## config.mk

```make
export PLATFORM = sky130hd
export DESIGN_NAME = reg40_wr_arbiter
export DESIGN_NICKNAME = d
export VERILOG_FILES = /design/src/rtl/reg40_wr_arbiter_pkg.sv /design/src/rtl/rr_rotate_4.sv /design/src/rtl/reg40_wr_arbiter.sv
export SDC_FILE = /design/constraint.sdc
export NUM_CORES = 1
export LEC_CHECK = 0
export CAP_MARGIN = 20
export CORE_AREA = 4 4 193 195
export CTS_CLUSTER_SIZE = 20
export DETAILED_ROUTE_END_ITERATION = 8
export DIE_AREA = 0 0 197 199
export GPL_ROUTABILITY_DRIVEN = 0
export PLACE_DENSITY_LB_ADDON = 0.05
export SYNTH_ARGS = -nofsm -noshare
export SYNTH_HDL_FRONTEND = slang
export SYNTH_SLANG_ARGS = --single-unit
```

## constraint.sdc

```tcl
create_clock -name clk -period 10.5 [get_ports clk]
set_input_delay 1.05 -clock clk [delete_from_list [all_inputs] [get_ports clk]]
set_output_delay 1.05 -clock clk [all_outputs]
set_load 0.05 [all_outputs]
```

## src/rtl/reg40_wr_arbiter_pkg.sv

```systemverilog
// Shared definitions for the 40-word, 3-write-port register file write path.
//   NUM_WORDS    : number of addressable words in the register file
//   NUM_WR_PORTS : number of register-file write ports
//   ADDR_W       : word address width
//   addr_in_range(): 1 when an address selects an existing word
package reg40_wr_arbiter_pkg;

  localparam int unsigned NUM_WORDS    = 40;
  localparam int unsigned NUM_WR_PORTS = 3;
  localparam int unsigned ADDR_W       = 6;

  function automatic logic addr_in_range(input logic [ADDR_W-1:0] addr);
    return addr < ADDR_W'(NUM_WORDS);
  endfunction

endpackage

```

## src/rtl/rr_rotate_4.sv

```systemverilog
// Rotating-priority grant scan for up to 4 requesters.
// Ports:
//   rr_ptr       : highest-priority requester this cycle
//   valid        : per-requester request
//   oob          : per-requester address is outside the register file
//   addr_eq      : addr_eq[i][m] = requesters i and m carry the same address
//   ready        : per-requester accept (unrotated requester order)
//   port_en      : write port k receives a grant
//   port_sel     : requester index driving write port k
//   rr_ptr_next  : pointer value for the next cycle
module rr_rotate_4
  import reg40_wr_arbiter_pkg::*;
#(
  parameter int unsigned NUM_REQ = 4
) (
  input  logic [1:0]              rr_ptr,
  input  logic [NUM_REQ-1:0]      valid,
  input  logic [NUM_REQ-1:0]      oob,
  input  logic [NUM_REQ-1:0]      addr_eq [NUM_REQ],
  output logic [NUM_REQ-1:0]      ready,
  output logic [NUM_WR_PORTS-1:0] port_en,
  output logic [1:0]              port_sel [NUM_WR_PORTS],
  output logic [1:0]              rr_ptr_next
);

  // idx[j] is the requester sitting at scan position j
  logic [1:0]         idx      [NUM_REQ];
  logic [NUM_REQ-1:0] rot_valid;
  logic [NUM_REQ-1:0] rot_oob;
  logic [NUM_REQ-1:0] rot_conf [NUM_REQ];

  always_comb begin
    for (int unsigned j = 0; j < NUM_REQ; j++) begin
      idx[j] = 2'((32'(rr_ptr) + j) % NUM_REQ);
    end
    rot_valid = '0;
    rot_oob   = '0;
    for (int unsigned j = 0; j < NUM_REQ; j++) begin
      rot_valid[j] = valid[idx[j]];
      rot_oob[j]   = oob[idx[j]];
      rot_conf[j]  = '0;
      for (int unsigned m = 0; m < NUM_REQ; m++) begin
        rot_conf[j][m] = addr_eq[idx[j]][idx[m]];
      end
    end
  end

  logic [NUM_REQ-1:0] granted;
  logic [1:0]         cnt;
  logic [1:0]         last;
  logic               any_grant;

  // Out-of-range requests are accepted but never take a slot; an in-range
  // request is granted only if a port is free and no earlier grant in this
  // scan already targets the same word.
  always_comb begin
    ready     = '0;
    port_en   = '0;
    granted   = '0;
    cnt       = '0;
    last      = '0;
    any_grant = 1'b0;
    for (int unsigned k = 0; k < NUM_WR_PORTS; k++) begin
      port_sel[k] = '0;
    end
    for (int unsigned j = 0; j < NUM_REQ; j++) begin
      if (rot_valid[j]) begin
        if (rot_oob[j]) begin
          ready[idx[j]] = 1'b1;
        end else if ((cnt != 2'(NUM_WR_PORTS)) && !(|(rot_conf[j] & granted))) begin
          ready[idx[j]] = 1'b1;
          granted[j]    = 1'b1;
          for (int unsigned k = 0; k < NUM_WR_PORTS; k++) begin
            if (cnt == 2'(k)) begin
              port_en[k]  = 1'b1;
              port_sel[k] = idx[j];
            end
          end
          cnt       = cnt + 2'd1;
          last      = idx[j];
          any_grant = 1'b1;
        end
      end
    end
    rr_ptr_next = rr_ptr;
    if (any_grant) begin
      rr_ptr_next = (last == 2'(NUM_REQ - 1)) ? 2'd0 : last + 2'd1;
    end
  end

endmodule

```

## src/rtl/reg40_wr_arbiter.sv

```systemverilog
// Write arbiter in front of a 40-word register file with 3 write ports.
// Up to NUM_REQ requesters are scanned in rotating priority each cycle; up to
// 3 non-conflicting in-range requests are granted and registered onto the
// write ports one cycle later. Out-of-range addresses are accepted and
// dropped, raising err_oob for one cycle.
// Ports:
//   clk, rst                  : clock, synchronous active-high reset
//   req_valid/addr/data/ready : per-requester valid/ready write channel
//   wrK_en/addr/data (K=0..2) : registered register-file write ports
//   err_oob                   : pulse after an out-of-range request is accepted
//   rr_ptr                    : current highest-priority requester (debug)
module reg40_wr_arbiter
  import reg40_wr_arbiter_pkg::*;
#(
  parameter int unsigned WIDTH   = 64,
  parameter int unsigned NUM_REQ = 4
) (
  input  logic                      clk,
  input  logic                      rst,
  input  logic [NUM_REQ-1:0]        req_valid,
  input  logic [ADDR_W*NUM_REQ-1:0] req_addr,
  input  logic [WIDTH*NUM_REQ-1:0]  req_data,
  output logic [NUM_REQ-1:0]        req_ready,
  output logic                      wr0_en,
  output logic [ADDR_W-1:0]         wr0_addr,
  output logic [WIDTH-1:0]          wr0_data,
  output logic                      wr1_en,
  output logic [ADDR_W-1:0]         wr1_addr,
  output logic [WIDTH-1:0]          wr1_data,
  output logic                      wr2_en,
  output logic [ADDR_W-1:0]         wr2_addr,
  output logic [WIDTH-1:0]          wr2_data,
  output logic                      err_oob,
  output logic [1:0]                rr_ptr
);

  logic [ADDR_W-1:0]  addr    [NUM_REQ];
  logic [NUM_REQ-1:0] oob;
  logic [NUM_REQ-1:0] addr_eq [NUM_REQ];

  always_comb begin
    oob = '0;
    for (int unsigned i = 0; i < NUM_REQ; i++) begin
      addr[i] = req_addr[ADDR_W*i +: ADDR_W];
      oob[i]  = !addr_in_range(addr[i]);
    end
    for (int unsigned i = 0; i < NUM_REQ; i++) begin
      addr_eq[i] = '0;
      for (int unsigned m = 0; m < NUM_REQ; m++) begin
        addr_eq[i][m] = (addr[i] == addr[m]);
      end
    end
  end

  logic [NUM_REQ-1:0]      scan_ready;
  logic [NUM_WR_PORTS-1:0] port_en;
  logic [1:0]              port_sel [NUM_WR_PORTS];
  logic [1:0]              rr_ptr_next;

  rr_rotate_4 #(
    .NUM_REQ (NUM_REQ)
  ) u_scan (
    .rr_ptr      (rr_ptr),
    .valid       (req_valid),
    .oob         (oob),
    .addr_eq     (addr_eq),
    .ready       (scan_ready),
    .port_en     (port_en),
    .port_sel    (port_sel),
    .rr_ptr_next (rr_ptr_next)
  );

  assign req_ready = rst ? '0 : scan_ready;

  logic [ADDR_W-1:0] port_addr [NUM_WR_PORTS];
  logic [WIDTH-1:0]  port_data [NUM_WR_PORTS];
  logic              oob_hit;

  always_comb begin
    for (int unsigned k = 0; k < NUM_WR_PORTS; k++) begin
      port_addr[k] = addr[port_sel[k]];
      port_data[k] = req_data[WIDTH*port_sel[k] +: WIDTH];
    end
    oob_hit = |(req_valid & oob & req_ready);
  end

  logic [NUM_WR_PORTS-1:0] wr_en_q;
  logic [ADDR_W-1:0]       wr_addr_q [NUM_WR_PORTS];
  logic [WIDTH-1:0]        wr_data_q [NUM_WR_PORTS];

  always_ff @(posedge clk) begin
    if (rst) begin
      wr_en_q <= '0;
      err_oob <= 1'b0;
      rr_ptr  <= '0;
      for (int unsigned k = 0; k < NUM_WR_PORTS; k++) begin
        wr_addr_q[k] <= '0;
        wr_data_q[k] <= '0;
      end
    end else begin
      wr_en_q <= port_en;
      err_oob <= oob_hit;
      rr_ptr  <= rr_ptr_next;
      for (int unsigned k = 0; k < NUM_WR_PORTS; k++) begin
        if (port_en[k]) begin
          wr_addr_q[k] <= port_addr[k];
          wr_data_q[k] <= port_data[k];
        end
      end
    end
  end

  assign wr0_en   = wr_en_q[0];
  assign wr1_en   = wr_en_q[1];
  assign wr2_en   = wr_en_q[2];
  assign wr0_addr = wr_addr_q[0];
  assign wr1_addr = wr_addr_q[1];
  assign wr2_addr = wr_addr_q[2];
  assign wr0_data = wr_data_q[0];
  assign wr1_data = wr_data_q[1];
  assign wr2_data = wr_data_q[2];

endmodule
```

After elaboration in Yosys (flattened, before gate mapping) --
Memories as Yosys holds them, arrays and structs flattened. Cells that the tools add are included.
Storage, ports and cells: bits in registers 6, output and inout port bits 220, memories 2, bits in writable memories 210
Memories:
- wr_data_q | words 3, width 64, read ports 3, clocked after Yosys merged registers in 0, wr ports 3, RTL line reg40_wr_arbiter.sv:89 | logic [WIDTH-1:0] wr_data_q [NUM_WR_PORTS];
- wr_addr_q | words 3, width 6, read ports 3, clocked after Yosys merged registers in 0, wr ports 3, RTL line reg40_wr_arbiter.sv:88 | logic [ADDR_W-1:0] wr_addr_q [NUM_WR_PORTS];
Operators by class: reductions and logical operators 21, bitwise gates (word level) 20, shifts and indexed selects 3, $add $sub $neg 6, multiplexer cells 167, magnitude comparators 18, equality and inequality tests 22
Operators by type and width (count):
- $shiftx 256x9->64 | 3
- $mux 64 | 3
- $mux 6 | 18
- $eq 6x6->1 | 12
- $mux 4 | 17
- $mux 1 | 62
- $mux 2 | 28
- $bmux 1 s2 | 20
- $bmux 6 s2 | 3
- $mux 3 | 9
- $bmux 4 s2 | 3
- $lt 6x6->1 const B | 4
- $ge 3x3->1 const B | 6
- $not 2->3 | 6
- $reduce_or 4->1 | 4
- $lt 2x3->1 const B | 4
- $or 4x4->4 | 3
- $add 2x1->2 const B | 4
- $and 4x4->4 | 2
- $demux 1 s2 | 4
- $eq 2x2->1 const B | 4
- $ge 2x1->1 const B | 4
- $logic_and 1x1->1 | 7
- $logic_not 1->1 | 7
- 8 further kinds | 20

Logic depth before layout (Yosys ltp) --
depth after elaboration 33, depth in mapped cells 22, mapped depth without buffers 16

Hierarchy --
A second synthesis with hierarchy kept.
Second synthesis, totals: cell total of the unflattened synthesis 966, area total of the unflattened synthesis 15174.6 um2
By module, submodules not included:
- reg40_wr_arbiter | area each 13815.8 um2, sequential area each 6426.2 um2, cells an instance 802, instances 1
- rr_rotate_4 | area each 1358.8 um2, sequential area each 0.0 um2, cells an instance 164, instances 1

Worst setup path after synthesis --
Ideal clock, no wire load.
path kind register to register, start register rr_ptr[0], end memory wr_addr_q[2][0] (netlist: wr_addr_q[0][12]) (enable), slack 4.286 ns, stages on the path, launching flop included 16, data arrival time 5.307 ns, data required time 9.593 ns, setup time 0.907 ns, cell sequence dfxtp_1 inv_1 clkbuf_1 ha_1 buf_2 nor2b_1 a21oi_1 o21ba_2 o31ai_4 inv_1 ha_1 and4b_1 a21boi_4 nor2_1 nand2_1 nand3_1
RTL lines:
- from (decl) | RTL line reg40_wr_arbiter.sv:34 | output logic [1:0] rr_ptr
- from (signal assigned) | RTL line reg40_wr_arbiter.sv:103 | rr_ptr <= rr_ptr_next;
- to (decl) | RTL line reg40_wr_arbiter.sv:88

==> flow_summary_export.csv <==
group,metric,value,unit
clocking,root_buffer,"clkbuf_16",
global_routing,grt_pass1_vias,14300,
worst_hold_path,hold_path.class,"reg2reg",
timing,drv_slew,0,
timing,rsz0062_at_grt,"false",
clocking,htree_num_levels,1,
timing,final.setup_skew,0.0105,ns
clocking,clock_path_buffers,3,
die,fp.coreArea,0.0354,mm^2
die,ios,506,
synth,syn_avg_cell_area,10.5,um^2
timing,min_period_over_period,73.3,%
clocking,numCtsBuffers,27,
die,dieArea,0.0392,mm^2
die,start_util,44.3,%
worst_setup_path,crit_arrival,8.05,ns
global_routing,grt_use_total,29.6,%
finish,drive_gt1_share,10.4,%
worst_setup_path,worst_setup_path_start_kind,"flip-flop",
route,drtIter0Drc,1178,
die,die_x,197,um
route,routed_wl,61400,um
worst_setup_path,cp.required,10.85,ns
synth,yosys_warnings,0,
clocking,postCtsHoldBufs,0,
global_routing,grt_overflow_total,0,
global_routing,grt_pass1_wl,91000,um
global_routing,grt_antenna_before_repair,7,
global_routing,grt_max_degree,91,
timing,worstMarginPinSlew,1.13,ns
timing,setup_viol,0,
finish,final_cell_area,0.0217,mm^2
timing,min_period,7.70,ns
clocking,cts_tree,"built",
finish,final_cell_mix,"clkdlybuf4s50_1, mux2i_1, edfxtp_1, nand2_1, a211oi_1",
place,dpl-instance-area,0.0208,mm^2
timing,hold_viol_final,0,
synth,synth_edf_count,210,
synth,yosysSeqAreaShare,41.0,%
synth,syn-num-nets,1786,
pwr,ir_drop,0.334,mV
worst_setup_path,crit_fanout,72,
die,rows,69,
clocking,cts.sinks,216,
synth,synth-seq-cells,216,
finish,nNetsFinal,2178,
route,wl_per_cell,25.9,um
finish,fin_cells,2369,
synth,yosysUniqueCellTypes,72,
clocking,clk_pin_slew_worst_paths,0.06,ns
finish,final_common_cell,"clkdlybuf4s50_1",
clocking,post_cts_buffers,0,
clocking,clk_latency,0.54,ns
pwr,p_per_area,410,mW/mm^2
synth,netlist.area_leader.share,40.3,%
synth,yosys-top-cells-area,"edfxtp_1, mux2i_1, a211oi_1",
finish,multiInputGateArea,0.00855,mm^2
synth,synthArstFlopShare,0,%
place,io_buffers,505,
flow_run,drv_cap,0,
pwr,leakagePower,7.98,nW
finish,final_util,61.3,%
route,postRouteAntennaNets,0,
synth,synth_top_area_cell,"edfxtp_1",
synth,synth.cell_area,0.0157,mm^2
place,dp_hpwl,41500,um
timing,tns,0,ns
worst_setup_path,end_kind,"flip-flop",
timing,slew_headroom,24.6,%
synth,syn_inst,1491,
route,viasPerCell,6.19,
clocking,cts_resized,0,
timing,fmax,0.130,GHz
finish,regArea,0.00643,mm^2
route,firstDrtPassIters,5,
synth,synth_top_flop_cell,"edfxtp_1",
route,via_count,14700,
run_status,status,"finished clean",
worst_setup_path,critical_path_class,"reg2reg",
place,dp_cells,2314,
finish,area_growth,38.4,%
route,route.detailed.drc,0,
finish,nFillCells,2994,
die,die_h,199,um
==> final timing paths <==
| check | from | to | slack (ns) | depth (start not counted) |
|---|---|---|---|---|
| setup / recovery | rr_ptr[0]$_SDFFE_PP0P_ | wr_data_q[0][127]$_SDFFCE_PN0P_ | 2.80 | 17 |
| hold / removal | rr_ptr[0]$_SDFFE_PP0P_ | rr_ptr[1]$_SDFFE_PP0P_ | 1.01 | 3 |
| setup reg to reg | rr_ptr[0]$_SDFFE_PP0P_ | wr_data_q[0][127]$_SDFFCE_PN0P_ | 2.80 | 17 |
| hold reg to reg | rr_ptr[0]$_SDFFE_PP0P_ | rr_ptr[1]$_SDFFE_PP0P_ | 1.01 | 3 |
==> cell type report <==
type                    instances  share of cell area [%]
diodes                          6                  0.0693
well taps                     461                    2.66
repair buffers                525                    24.1
multi-input cells            1103                    39.4
clock buffers                  33                    3.22
inverters                      10                   0.173
clock inverters                15                   0.693
flip-flops and latches        216                    29.6
==> critical path, cell delays in order (launching register included) <==
cell      delay, ns
dfxtp_1        0.31
buf_4          0.34
inv_1          0.36
ha_1           0.90
nor2b_1        0.41
a21oi_1        0.14
o21ba_2        0.26
o31ai_4        0.42
inv_1          0.20
ha_1           0.27
and4b_1        0.26
a21boi_4       0.33
mux2i_1        0.22
nand3_4        0.78
and2_4         0.86
buf_4          0.85
a211oi_1       0.19
a311oi_1       0.27
==> synthesized netlist by cell type (16+ instances only) <==
| cell type | instances |
|---|---|
| mux2i_1 | 213 |
| edfxtp_1 | 210 |
| nand2_1 | 176 |
| a211oi_1 | 112 |
| nor2_1 | 86 |
| clkbuf_1 | 78 |
| a21boi_0 | 73 |
| mux2_2 | 73 |
| a311oi_1 | 71 |
| o22ai_1 | 71 |
| buf_2 | 65 |
| xor2_1 | 36 |
| a211oi_2 | 30 |
| nand3_1 | 25 |
| a21oi_1 | 16 |
==> stage by stage <==
stage | worst slack [ns] | hold WS, ns | total power [W]
CTS | 2.92 | 1.03 | 0.00887
floorplan | 4.29 | 0.967 | 0.00614
finish | 2.80 | 1.01 | 0.00888
global route | 2.30 | 1.10 | 0.00932
detailed placement | 2.75 | 1.01 | 0.00794
global placement | 2.92 | 0.985 | 0.00784
==> sequential cells by signal, summed over array words and instances, names as in the netlist <==
| name | count |
|---|---|
| rr_ptr | 2 |
| wr_addr_q | 18 |
| wr_data_q | 192 |
| err_oob | 1 |
| wr_en_q | 3 |
==> logic make-up (layout without fill, tap and decap cells) <==
kind of cell / Yosys count / after routing / share of synthesized area (%)
AND/OR/NAND/NOR: 327 / 327 / 9.21
buffers and inverters: 172 / 583 / 5.19
AO/OA/AOI/OAI: 437 / 437 / 22.1
flip-flops: 216 / 216 / 41.0
multiplexers: 291 / 291 / 19.6
other: 0 / 6 / 0
adder cells (fa/ha/maj): 9 / 9 / 0.719
XOR/XNOR: 39 / 39 / 2.18
==> report_power, final <==
group          internal (W)  leakage, nW  switching (W)
registers           0.00158         2.28       0.000132
logic               0.00203         5.29        0.00421
clock network      0.000543        0.414       0.000381
==> metal layers <==
| metal | up-vias | global-route usage, % | wire (um) |
|---|---|---|---|
| met3 | 121 | 5.32 | 5120 |
| met4 | 2 | 10.6 | 2360 |
| met2 | 734 | 49.6 | 29800 |
| met1 | 7200 | 38.7 | 24200 |
| met5 | - | 0 | 11 |
| li1 | 6611 | - | - |
Power figures use the tool's default switching activity.
